### src/rtl/pipe_stage_reg.sv
// Pipeline stage register with an optional two-entry skid buffer.
// Output fields come straight from the main register. A second skid entry keeps in_ready off the out_ready path.
module pipe_stage_reg #(
  parameter int DATA_W = 32,
  parameter int REG_W  = 5,
  parameter int EXE_W  = 5,
  parameter int MEM_W  = 2,
  parameter int WB_W   = 2,
  parameter int SKID   = 1
) (
  input  logic              clk,
  input  logic              rst,
  input  logic              in_valid,
  output logic              in_ready,
  input  logic [EXE_W-1:0]  in_exe,
  input  logic [MEM_W-1:0]  in_mem,
  input  logic [WB_W-1:0]   in_wb,
  input  logic [REG_W-1:0]  in_rs,
  input  logic [REG_W-1:0]  in_rt,
  input  logic [REG_W-1:0]  in_rd,
  input  logic [DATA_W-1:0] in_d1,
  input  logic [DATA_W-1:0] in_d2,
  input  logic [DATA_W-1:0] in_addr,
  input  logic              flush,
  output logic              out_valid,
  input  logic              out_ready,
  output logic [EXE_W-1:0]  out_exe,
  output logic [MEM_W-1:0]  out_mem,
  output logic [WB_W-1:0]   out_wb,
  output logic [REG_W-1:0]  out_rs,
  output logic [REG_W-1:0]  out_rt,
  output logic [REG_W-1:0]  out_rd,
  output logic [DATA_W-1:0] out_d1,
  output logic [DATA_W-1:0] out_d2,
  output logic [DATA_W-1:0] out_addr,
  output logic [1:0]        occ
);

  localparam int PW = EXE_W + MEM_W + WB_W + 3*REG_W + 3*DATA_W;

  logic [PW-1:0]    w_in_pld;
  logic [PW-1:0]    r_main_pld;
  logic [PW-1:0]    r_skid_pld;
  logic             r_main_vld;
  logic             r_skid_vld;
  logic [1:0]       r_occ;
  logic             w_accept;
  logic             w_issue;
  logic             w_main_vld_nxt;
  logic             w_skid_vld_nxt;
  logic             w_main_ld_in;
  logic             w_main_ld_skid;
  logic             w_skid_ld;
  logic [EXE_W-1:0] w_exe;
  logic [MEM_W-1:0] w_mem;
  logic [WB_W-1:0]  w_wb;

  assign w_in_pld = {in_exe, in_mem, in_wb, in_rs, in_rt, in_rd, in_d1, in_d2, in_addr};
  assign {w_exe, w_mem, w_wb, out_rs, out_rt, out_rd, out_d1, out_d2, out_addr} = r_main_pld;

  // Control fields read as a bubble whenever the main entry is empty.
  assign out_exe   = r_main_vld ? w_exe : '0;
  assign out_mem   = r_main_vld ? w_mem : '0;
  assign out_wb    = r_main_vld ? w_wb  : '0;
  assign out_valid = r_main_vld;
  assign occ       = r_occ;

  generate
    if (SKID != 0) begin : g_skid
      assign in_ready = ~r_skid_vld;
    end else begin : g_single
      assign in_ready = ~r_main_vld | out_ready;
    end
  endgenerate

  assign w_accept = in_valid & in_ready;
  assign w_issue  = r_main_vld & out_ready;

  always_comb begin
    w_main_vld_nxt = r_main_vld;
    w_skid_vld_nxt = r_skid_vld;
    w_main_ld_in   = 1'b0;
    w_main_ld_skid = 1'b0;
    w_skid_ld      = 1'b0;
    if (flush) begin
      // An accepted payload is consumed and dropped along with held entries.
      w_main_vld_nxt = 1'b0;
      w_skid_vld_nxt = 1'b0;
    end else if (!r_main_vld || w_issue) begin
      if ((SKID != 0) && r_skid_vld) begin
        w_main_ld_skid = 1'b1;
        w_main_vld_nxt = 1'b1;
        w_skid_ld      = w_accept;
        w_skid_vld_nxt = w_accept;
      end else begin
        w_main_ld_in   = w_accept;
        w_main_vld_nxt = w_accept;
      end
    end else if ((SKID != 0) && w_accept) begin
      w_skid_ld      = 1'b1;
      w_skid_vld_nxt = 1'b1;
    end
  end

  // Stage boundary: main and skid entries.
  always_ff @(posedge clk or negedge rst) begin
    if (!rst) begin
      r_main_vld <= 1'b0;
      r_skid_vld <= 1'b0;
      r_occ      <= 2'd0;
      r_main_pld <= '0;
      r_skid_pld <= '0;
    end else begin
      r_main_vld <= w_main_vld_nxt;
      r_skid_vld <= w_skid_vld_nxt;
      r_occ      <= {1'b0, w_main_vld_nxt} + {1'b0, w_skid_vld_nxt};
      if (w_main_ld_skid) begin
        r_main_pld <= r_skid_pld;
      end else if (w_main_ld_in) begin
        r_main_pld <= w_in_pld;
      end
      if (w_skid_ld) begin
        r_skid_pld <= w_in_pld;
      end
    end
  end

endmodule
### config.mk
export PLATFORM = sky130hd
export DESIGN_NAME = pipe_stage_reg
export DESIGN_NICKNAME = d
export VERILOG_FILES = /design/src/rtl/pipe_stage_reg.sv
export SDC_FILE = /design/constraint.sdc
export NUM_CORES = 1
export LEC_CHECK = 0
export CAP_MARGIN = 10
export CORE_ASPECT_RATIO = 0.9
export CORE_MARGIN = 2
export CORE_UTILIZATION = 50
export CTS_CLUSTER_SIZE = 14
export DETAILED_ROUTE_END_ITERATION = 10
export GPL_TIMING_DRIVEN = 1
export PLACE_DENSITY = 0.88
export SYNTH_ARGS = -nofsm -noshare
export SYNTH_HDL_FRONTEND = slang
export SYNTH_SLANG_ARGS = --single-unit
### constraint.sdc
create_clock -name clk -period 2 [get_ports clk]
set_input_delay 0.3 -clock clk [delete_from_list [all_inputs] [get_ports clk]]
set_output_delay 0.3 -clock clk [all_outputs]
set_load 0.005 [all_outputs]
==> out/metrics.cfg, run 1 <==
[pwr]
p_per_area_nw_per_um2 = 995
p_leak_nw = 6.31
irDropWorstVdd_uv = 654
totalPowerFinal_w = 0.0150

[sta]
fmax_mhz = 515
tns_ns = 0
finClkSkew_ns = 0.00937
finalHoldViolCount = 0
post-route-min-period_ns = 1.94
slew_headroom = 0.666
finalSetupViolations = 0
whs_ns = 0.316
worstMarginPinSlew_ns = 0.501
final-max-slew-violation-count = 0
post-route-period-util = 0.972

[route]
vias = 8841
routed_wl_mm = 31.1
via_per_inst = 6.38
wl_per_cell_um = 22.5
drtIter0Drc = 768
ant_nets = 0
drtPass1Iterations = 5
drc = 0

[worst_setup_path]
critPathRequiredTime_ns = 1.70
reg2reg_from = r_skid_vld
rrSetupSlack_ns = 0.20
crit_type = register to output port
endpoint = out_exe[1]
end_kind = output port
reg2reg_to = r_main_pld[38]
worstRegToRegCells = 5
cp.arrival_ns = 1.64
worstSetupStartpoint = out_valid
crit_fanout = 10
critPathMaxStageDelay_ns = 0.50
cp_slowest_cell = clkdlybuf4s50_1
cp-start-kind = register
path_cells = buf_6, and2_1, clkdlybuf4s50_1

[synthesis]
synth_top_family_by_area = compound AO/OA/AOI/OAI gates
synth.area.mux_share = 0.112
synth_fa_ha_area_frac = 0.00104
synth_cells = 944
synth_xor_area_frac = 0
yosysWarnings = 0
post_synth_num_cell_types = 28
synth_compound_area_frac = 0.198
synth_simple_gate_area_frac = 0.0689
ys_ff_latch = 244
syn_nets = 1070
syn_area_sq_um = 12100
syn-mean-instance-area_sq_um = 12.8
yosysSeqAreaShare = 0.507

[hold_path]
hp-class = primary input to asynchronous set/reset pin

[grt]
grt_overflow = 0
grt_max_degree = 82
antenna_found_initial = 3
grt_pass1_wl_mm = 48.9
globalRouteTotalUtil = 0.240
grt_pass1_vias = 8969

[place]
port_buffers = 248
gp_congestion = 0.808
dp_hpwl_mm = 19.5

[clock_tree]
cts_made_buffers = 26
cts_sinks = 244
cts_root_buf = clkbuf_16
clock_latency_ns = 0.52
clockBufferDepth = 3
cts_tree = yes
htree_num_levels = 1
clk_pin_slew_ns = 0.06

[cells_and_area]
final_common_cell = dfrtp_1
final_cell_mix = dfrtp_1, clkdlybuf4s50_1, nor2b_1, a221o_1, a32o_1
num-fill-cells = 1680
multi_input_area_sq_um = 4630
layout.nets = 1188
syn_to_final_growth_pct = 25.4
layout-drive-gt1-share = 0.187
regArea_sq_um = 6110

[outcome]
status = finished, final reports clean

[floorplan]
die_area_sq_um = 25400
die_w_um = 168
rows = 53
ios = 249
core_area_sq_um = 23500
die_y_um = 151
start_util = 0.512

[run]
cap_viol_max_count = 0

==> worst max-delay path: cells and delay by family, from the launching register on <==
family                 cells  cell delay (ns)
AND/OR/NAND/NOR            1             0.13
buffers and inverters      2             0.64
flip-flops                 1             0.36
==> area by class of cell <==
cell class,instances,share of cell area
multi-input combinational,495,0.306
inverter,2,0.000497
clock buffer,34,0.0484
timing repair buffer,293,0.207
clock inverter,13,0.00795
sequential,244,0.404
tap,302,0.0250
antenna,3,0.000497
==> through the flow <==
| step | cell area, sq um | setup slack, ns | instances | util |
|---|---|---|---|---|
| 3_3_place_gp | 14200 | -0.00344 | 1332 | 0.603 |
| 6_report | 15100 | 0.0566 | 1386 | 0.642 |
| 4_1_cts | 15100 | 0.0104 | 1381 | 0.640 |
| 3_5_place_dp | 14200 | -0.0291 | 1332 | 0.603 |
| 2_1_floorplan | 12100 | 0.393 | 944 | - |
| 5_1_grt | 15100 | -0.00594 | 1386 | 0.642 |
==> kinds of logic after synthesis <==
kind of cell             after synthesis
AND/OR/NAND/NOR                      133
flip-flops                           244
buffers and inverters                205
adder cells (fa/ha/maj)                1
AO/OA/AOI/OAI                        241
multiplexers                         120
==> routing by layer <==
layer / share of wire / routed length [um] / GRT usage
met2: 0.49 / 15100 / 0.395
met4: 0.038 / 1190 / 0.0974
met5: 0 / 0 / 0
met3: 0.065 / 2010 / 0.0410
met1: 0.41 / 12800 / 0.318
==> worst min path at each step <==
stage	slack, ns	end	depth (start not counted)
5_1_grt	0.35	r_main_pld[3]	2
3_5_place_dp	0.27	r_main_pld[3]	1
2_1_floorplan	0.004	occ[0]	0
4_1_cts	0.33	r_skid_vld	2
6_report	0.32	r_main_pld[3]	2
3_3_place_gp	0.28	r_main_pld[3]	1
==> cells in the mapped netlist <==
| library cell | number | area share |
|---|---|---|
| or3_1 | 1 | 0.00052 |
| a32o_1 | 113 | 0.094 |
| nor3_1 | 1 | 0.00041 |
| o2bb2ai_1 | 6 | 0.0044 |
| a41o_1 | 1 | 0.00083 |
| nor3_2 | 1 | 0.00083 |
| mux2_1 | 15 | 0.014 |
| nor3b_1 | 1 | 0.00062 |
| nand2_1 | 1 | 0.00031 |
| buf_2 | 29 | 0.012 |
| nor2b_1 | 115 | 0.060 |
| buf_1 | 5 | 0.0016 |
| nand2b_1 | 1 | 0.00052 |
| ha_1 | 1 | 0.0010 |
| nand3_1 | 1 | 0.00041 |
| buf_6 | 16 | 0.015 |
| nor2_1 | 1 | 0.00031 |
| clkbuf_2 | 1 | 0.00041 |
| inv_1 | 2 | 0.00062 |
| and2b_1 | 1 | 0.00062 |
| a21oi_1 | 1 | 0.00041 |
| dfrtp_1 | 244 | 0.51 |
| a221o_1 | 114 | 0.095 |
| buf_4 | 117 | 0.073 |
| mux2_2 | 105 | 0.098 |
| a22oi_1 | 6 | 0.0037 |
| and2_1 | 9 | 0.0047 |
| clkbuf_1 | 35 | 0.011 |
==> registers in the layout (all words and copies together) (netlist names) <==
register / flops
r_skid_pld: 120
out_valid: 1
r_main_pld: 120
occ: 2
r_skid_vld: 1
==> repair_timing <==
item | 4_1_cts | 5_1_grt
resized for setup | 3 | 8
setup buffers | 1 | 2
hold buffers | 1 | 0
endpoints found under the hold margin | 54 | 0
setup endpoints to repair | 10 | 9
==> power breakdown <==
group	switching (W)	internal, W
Combinational	0.00116	0.00222
Clock	0.00198	0.00283
Sequential	0.000780	0.00607
Power figures use the tool's default switching activity.
==> run 2: changes to the inputs <==
--- a/config.mk
+++ b/config.mk
@@ -11,8 +11,8 @@
 export CORE_UTILIZATION = 50
 export CTS_CLUSTER_SIZE = 14
 export DETAILED_ROUTE_END_ITERATION = 10
+export DONT_BUFFER_PORTS = 1
 export GPL_TIMING_DRIVEN = 1
-export PLACE_DENSITY = 0.88
 export SYNTH_ARGS = -nofsm -noshare
 export SYNTH_HDL_FRONTEND = slang
 export SYNTH_SLANG_ARGS = --single-unit
==> constraint.sdc (replaced) <==
create_clock -name clk -period 2 [get_ports clk]
set_input_delay 0.4 -clock clk [delete_from_list [all_inputs] [get_ports clk]]
set_output_delay 0.4 -clock clk [all_outputs]
set_load 0.005 [all_outputs]
==> run 2 against run 1 <==
The flow now finishes with violations (negative hold slack). Maximum frequency up 11%. Sequential cell count unchanged. Combinational power down 44%. Hold slack worse by 0.74 ns. Count of clock-buffer cells in the layout up 6. Non-clock buffer count down 256. Power down 9.6%. Worst setup slack better by 0.20 ns.
==> out/metrics.cfg, run 2 (same netlist as run 1, synthesis figures left out) <==
[pwr]
totalPowerFinal_w = 0.0136  ; -9.6%
irDropWorstVdd_uv = 660  ; +0.80%
p_leak_nw = 5.14  ; -19%
p_per_area_nw_per_um2 = 1090  ; +9.9%

[cells_and_area]
fin_area_sq_um = 12400  ; -18%
final_cell_mix = dfrtp_1, nor2b_1, a221o_1
layout-drive-gt1-share = 0.213  ; +0.0263
fin_util = 0.529  ; -0.114
syn_to_final_growth_pct = 3.24
final_common_cell = dfrtp_1
diodes = 0  ; -3
layout.nets = 933  ; -21%
num-fill-cells = 1976  ; +18%

[worst_setup_path]
cp_slowest_cell = dfrtp_1
end_kind = output port
reg2reg_from = out_valid
worstRegToRegCells = 4  ; -1
rrSetupSlack_ns = 0.26  ; +0.06 ns
critPathMaxStageDelay_ns = 0.48  ; -0.02 ns
path_cells = buf_4, and2_1
critPathRequiredTime_ns = 1.60  ; -0.10 ns
cp-start-kind = register
crit_type = register to output port
reg2reg_to = r_skid_pld[17]
cp.arrival_ns = 1.35  ; -0.29 ns
crit_fanout = 7  ; -3

[sta]
final-max-slew-violation-count = 0  ; unchanged
tns_ns = 0  ; unchanged
worstMarginPinSlew_ns = 1.23  ; +0.732 ns
fmax_mhz = 573  ; +11%
whs_ns = -0.425  ; -0.741 ns
finalSetupViolations = 0  ; unchanged
finClkSkew_ns = 0.0113  ; +0.00196 ns
slew_headroom = 0.176  ; -0.490
finalHoldViolCount = 244  ; +244
rsz0062_at_grt = false
post-route-period-util = 0.873  ; -0.0988
post-route-min-period_ns = 1.75  ; -0.198 ns

[floorplan]
core_area_sq_um = 23500  ; unchanged
die_y_um = 151  ; unchanged
rows = 53  ; unchanged
die_area_sq_um = 25400  ; unchanged
die_w_um = 168  ; unchanged
ios = 249  ; unchanged
start_util = 0.512  ; unchanged

[clock_tree]
cts_root_buf = clkbuf_16
hold_buffers = 10  ; +9
cts_tree = yes
clockBufferDepth = 3  ; unchanged
cts_resized = 0  ; -3
clk_pin_slew_ns = 0.06  ; about the same
htree_num_levels = 1  ; unchanged
cts_setup_buffers = 0  ; -1
cts_made_buffers = 27  ; +3.8%
cts_sinks = 244  ; unchanged
clock_latency_ns = 0.52  ; about the same

[route]
routed_wl_mm = 28.9  ; -7.3%
ant_nets = 0  ; unchanged
drc = 0  ; unchanged
wl_per_cell_um = 25.7  ; +14%
via_per_inst = 6.78  ; +6.3%
vias = 7615  ; -14%
drtPass1Iterations = 4  ; -1
drtIter0Drc = 490  ; -36%

[grt]
grt_pass1_vias = 7979  ; -11%
grt_overflow = 0  ; unchanged
grt_pass1_wl_mm = 44.6  ; -8.9%
grt_max_degree = 245  ; +200%
antenna_found_initial = 0  ; -3
globalRouteTotalUtil = 0.219  ; -0.0204

[outcome]
failed_checks = negative hold slack
status = finished with violations

[place]
gp_congestion = 0.794  ; -1.8%
port_buffers = 0  ; -100%
placedInstanceArea_sq_um = 11500  ; -19%
dp_hpwl_mm = 17.2  ; -12%

[hold_path]
hp-class = primary input to asynchronous set/reset pin

[run]
cap_viol_max_count = 0  ; unchanged

run 2: worst max-delay path by stage:
stage,start,to,slack (ns)
detailed placement,in_valid,r_main_pld[25],-0.15
finish,out_valid,out_mem[0],0.25
floorplan,out_ready,r_main_pld[52],0.39
global route,out_valid,out_mem[0],0.18
CTS,out_valid,out_exe[1],0.22
global placement,in_valid,r_main_pld[24],-0.07
run 2: final cells by class:
cell class	count	area, sq um	share of cell area
clock buffers	40	785	0.0631
clock inverters	3	43.8	0.00352
inverters	2	7.51	0.000603
multi-input cells	495	4630	0.372
flip-flops and latches	244	6110	0.491
well taps	302	378	0.0304
repair buffers	37	490	0.0394
run 2: metrics by stage:
stage	setup WS (ns)	instances
after floorplan	0.386	944
after global placement	-0.0715	1070
after detailed placement	-0.147	1070
after CTS	0.224	1123
after global routing	0.177	1123
final	0.254	1123
run 2: layer usage:
metal / vias to the layer above / track usage / routed length (um)
met4: 0 / 0.0704 / 741
met3: 46 / 0.0831 / 2840
met5: - / 0 / 0
met1: 4050 / 0.277 / 11600
li1: 3242 / - / -
met2: 277 / 0.351 / 13700
run 2: power breakdown:
| part | internal, W | total (W) | switching (W) | leakage (nW) |
|---|---|---|---|---|
| logic | 0.00121 | 0.00188 | 0.000673 | 1.84 |
| clock network | 0.00280 | 0.00471 | 0.00191 | 0.406 |
| registers | 0.00607 | 0.00701 | 0.000944 | 2.90 |
run 2: worst max-delay path, delay by kind of cell (launching register included):
kind | cells | cell delay [ns]
flops | 1 | 0.48
buf+inv | 1 | 0.20
simple gates | 1 | 0.14
==> run 3: changes to the inputs <==
--- a/config.mk
+++ b/config.mk
@@ -5,6 +5,7 @@
 export SDC_FILE = /design/constraint.sdc
 export NUM_CORES = 1
 export LEC_CHECK = 0
+export ABC_AREA = 1
 export CAP_MARGIN = 10
 export CORE_ASPECT_RATIO = 0.9
 export CORE_MARGIN = 2
@@ -12,7 +13,9 @@
 export CTS_CLUSTER_SIZE = 14
 export DETAILED_ROUTE_END_ITERATION = 10
 export DONT_BUFFER_PORTS = 1
+export GPL_ROUTABILITY_DRIVEN = 0
 export GPL_TIMING_DRIVEN = 1
+export PLACE_DENSITY = 0.73
 export SYNTH_ARGS = -nofsm -noshare
 export SYNTH_HDL_FRONTEND = slang
 export SYNTH_SLANG_ARGS = --single-unit
==> run 3 against run 2 <==
Die area fell by 1.5%. Largest power group unchanged. Final cell count up 53%. Synthesized cell count grew 64%. Combinational power is 21% lower. Largest cell class unchanged. The run still ends with negative hold slack left. Critical endpoint is now out_exe[3]. Synthesized area decreased by 1.5%. Sequential cell count stayed put. Clock skew is 0.0028 ns higher. First-iteration DRC count rose by 9.4%. Final area shrank 2.9%. Sequential share of layout area is 1.4 points higher. Critical path type unchanged. Highest routed layer unchanged. Via count rose by 10%. Clock power barely moved.
==> out/metrics.cfg, run 3 <==
[route]
drc = 0  ; unchanged
dr.max_layer_used = met4
wl_met2_mm = 11.6  ; -15%
wl_per_cell_um = 15.0  ; -41%
vias = 8388  ; +10%
met3_wirelength_mm = 2.01  ; -29%
routed_wl_mm = 25.9  ; -10%
drtIter0Drc = 536  ; +9.4%
drtPass1Iterations = 5  ; +1
via_per_inst = 4.88  ; -28%
wl_met1_mm = 11.6  ; -0.33%
ant_nets = 0  ; unchanged

[clock_tree]
cts_tree = yes
clockBufferDepth = 3  ; unchanged
htree_num_levels = 1  ; unchanged
clk_pin_slew_ns = 0.06  ; about the same
clock_latency_ns = 0.53  ; about the same
cts_root_buf = clkbuf_16
cts_resized = 0  ; unchanged
cts_made_buffers = 26  ; -3.7%
cts_sinks = 244  ; unchanged

[grt]
antenna_found_initial = 0  ; unchanged
grt_max_degree = 245  ; unchanged
globalRouteTotalUtil = 0.205  ; -0.0140
grt_pass1_vias = 8059  ; +1.0%
grt_overflow = 0  ; unchanged
grt_pass1_wl_mm = 42.5  ; -4.6%

[synthesis]
yosysSeqAreaShare = 0.514  ; +0.00769
synth_top_area_share = 0.514  ; +0.00769
synth-edff-count = 0  ; unchanged
synth_area_leader_cell = dfrtp_1
syn_area_sq_um = 11900  ; -1.5%
yosys_most_used_dff = dfrtp_1
synth_cells = 1547  ; +64%
synth_commonest_cells = nand2_1, inv_1, dfrtp_1
post_synth_num_cell_types = 18  ; -36%
syn_nets = 1673  ; +56%
async_reset_ff_frac = 1.00  ; unchanged
syn-mean-instance-area_sq_um = 7.67  ; -40%
synth_area_leaders = dfrtp_1, nand2_1, buf_4
ys_ff_latch = 244  ; unchanged
yosysWarnings = 0  ; unchanged
yosysMostFrequentCell = nand2_1

[sta]
worstMarginPinSlew_ns = 0.614  ; -0.618 ns
finalSetupViolations = 0  ; unchanged
rsz0062_at_grt = false
finalHoldViolCount = 244  ; unchanged
post-route-min-period_ns = 1.66  ; -0.0889 ns
slew_headroom = 0.590  ; +0.414
fmax_mhz = 603  ; +5.4%
setup_slack_ns = 0.343  ; +0.0889 ns
finClkSkew_ns = 0.0141  ; +0.00277 ns
post-route-period-util = 0.829  ; -0.0445
whs_ns = -0.420  ; +0.00489 ns
final-max-slew-violation-count = 0  ; unchanged
tns_ns = 0  ; unchanged

[worst_setup_path]
worst-path-buf-inv = 2  ; +1
cp_slowest_cell = dfrtp_1
crit_fanout = 10  ; +3
cp.arrival_ns = 1.26  ; -0.09 ns
path_cells = buf_4, nand2_1, inv_1
critPathRequiredTime_ns = 1.60  ; about the same
rrSetupSlack_ns = 0.38  ; +0.12 ns
cp-start-kind = register
path_delay_family = flip-flops
crit_type = register to output port
end_kind = output port
critPathMaxStageDelay_ns = 0.36  ; -0.12 ns

[cells_and_area]
stdcell_count = 1719  ; +53%
layout-drive-gt1-share = 0.0416  ; -0.172
diodes = 0  ; unchanged
syn_to_final_growth_pct = 1.80
final_cell_mix = nand2_1, inv_1, dfrtp_1
layout.nets = 1526  ; +64%
final_common_cell = nand2_1
fin_util = 0.518  ; -0.0108

[pwr]
p_comb_frac = 0.116  ; -0.022
totalPowerFinal_w = 0.0128  ; -6.0%
p_per_area_nw_per_um2 = 1060  ; -3.3%
power_frac_clock = 0.369  ; +0.023
p_leak_nw = 6.77  ; +32%
power.internal_w = 0.00937  ; -7.0%
seqPwrFrac = 0.514  ; -0.002
irDropWorstVdd_uv = 680  ; +3.1%
p_sw_w = 0.00341  ; -3.3%
p_sw_frac = 0.267  ; +0.00750

[floorplan]
die_w_um = 166  ; -0.73%
start_util = 0.509  ; -0.00336
ios = 249  ; unchanged
die_y_um = 150  ; -0.73%
rows = 53  ; unchanged
die_area_sq_um = 25000  ; -1.5%
core_area_sq_um = 23300  ; -0.84%

[place]
dp_slack_ns = 0.383  ; +0.531 ns
place_inst = 1674  ; +56%
port_buffers = 0  ; unchanged
dp_hpwl_mm = 15.9  ; -7.9%

[run]
cap_viol_max_count = 0  ; unchanged

[outcome]
failed_checks = negative hold slack
status = finished with violations

[hold_path]
hp-class = primary input to asynchronous set/reset pin

run 3: changes by cell type after synthesis, moves of 80 or more:
cell,delta
mux2_2,-105
nand2_1,+609
a221o_1,-114
a32o_1,-113
o21ai_1,+80
inv_1,+249
nor2b_1,-115
nand3_1,+119
run 3: timing repair:
| action | 4_1_cts | 5_1_grt |
|---|---|---|
| setup endpoints to repair | 0 | 0 |
| endpoints found under the hold margin | 244 | 244 |
| buffers inserted | 0 | 0 |
run 3: worst paths after layout:
path,to,from,cells after the start
min,r_main_pld[60],rst,0
min reg2reg,r_skid_pld[34],r_skid_pld[34],2
min in group clk,r_skid_pld[93],in_d1[29],2
max in group asynchronous,r_main_pld[15],rst,0
max,out_exe[3],out_valid,3
max reg2reg,r_main_pld[39],r_skid_vld,6
run 3: kinds of logic (layout without fill, tap and decap cells):
| family | Yosys count | in the layout | synth area share |
|---|---|---|---|
| AOI/OAI and AO/OA | 122 | 122 | 0.0516 |
| and+or+nand+nor | 736 | 736 | 0.247 |
| buffers and inverters | 444 | 314 | 0.186 |
| adders and majority gates | 1 | 1 | 0.00105 |
| DFF | 244 | 244 | 0.514 |
run 3: cell type report:
type                    count  area (sq um)
multi-input cells         859          3580
repair buffers             15           225
well taps                 302           378
fillers                  2184         11300
inverters                 254           956
clock inverters             2          37.5
flip-flops and latches    244          6110
clock buffers              43           806
run 3: worst reg2reg max path, cell delays in order (launching register included):
cell and delay, ns:
dfrtp_1 0.38, inv_2 0.10, nor2_4 0.15, buf_12 0.47, nand2_1 0.24, nand3_1 0.12, nand2_1 0.05
run 3: power by group through the flow:
stage | combinational, W | sequential (W) | clock [W]
after global placement | 0.00142 | 0.00661 | 0
after CTS | 0.00151 | 0.00657 | 0.00486
final | 0.00148 | 0.00657 | 0.00472
after detailed placement | 0.00150 | 0.00664 | 0
after floorplan | 0.00182 | 0.00637 | 0
after global routing | 0.00179 | 0.00668 | 0.00502
run 3: metrics by stage:
stage / hold slack, ns / area (sq um)
after floorplan: 0.104 / 11900
after global placement: 0.110 / 11200
after detailed placement: 0.109 / 11200
after CTS: -0.449 / 12100
after global routing: -0.449 / 12100
final: -0.420 / 12100
run 3: routing by layer:
metal | track usage | vias to the layer above
met4 | 0.0569 | 0
met1 | 0.277 | 3881
li1 | - | 4195
met5 | 0 | -
met3 | 0.0591 | 49
met2 | 0.326 | 263
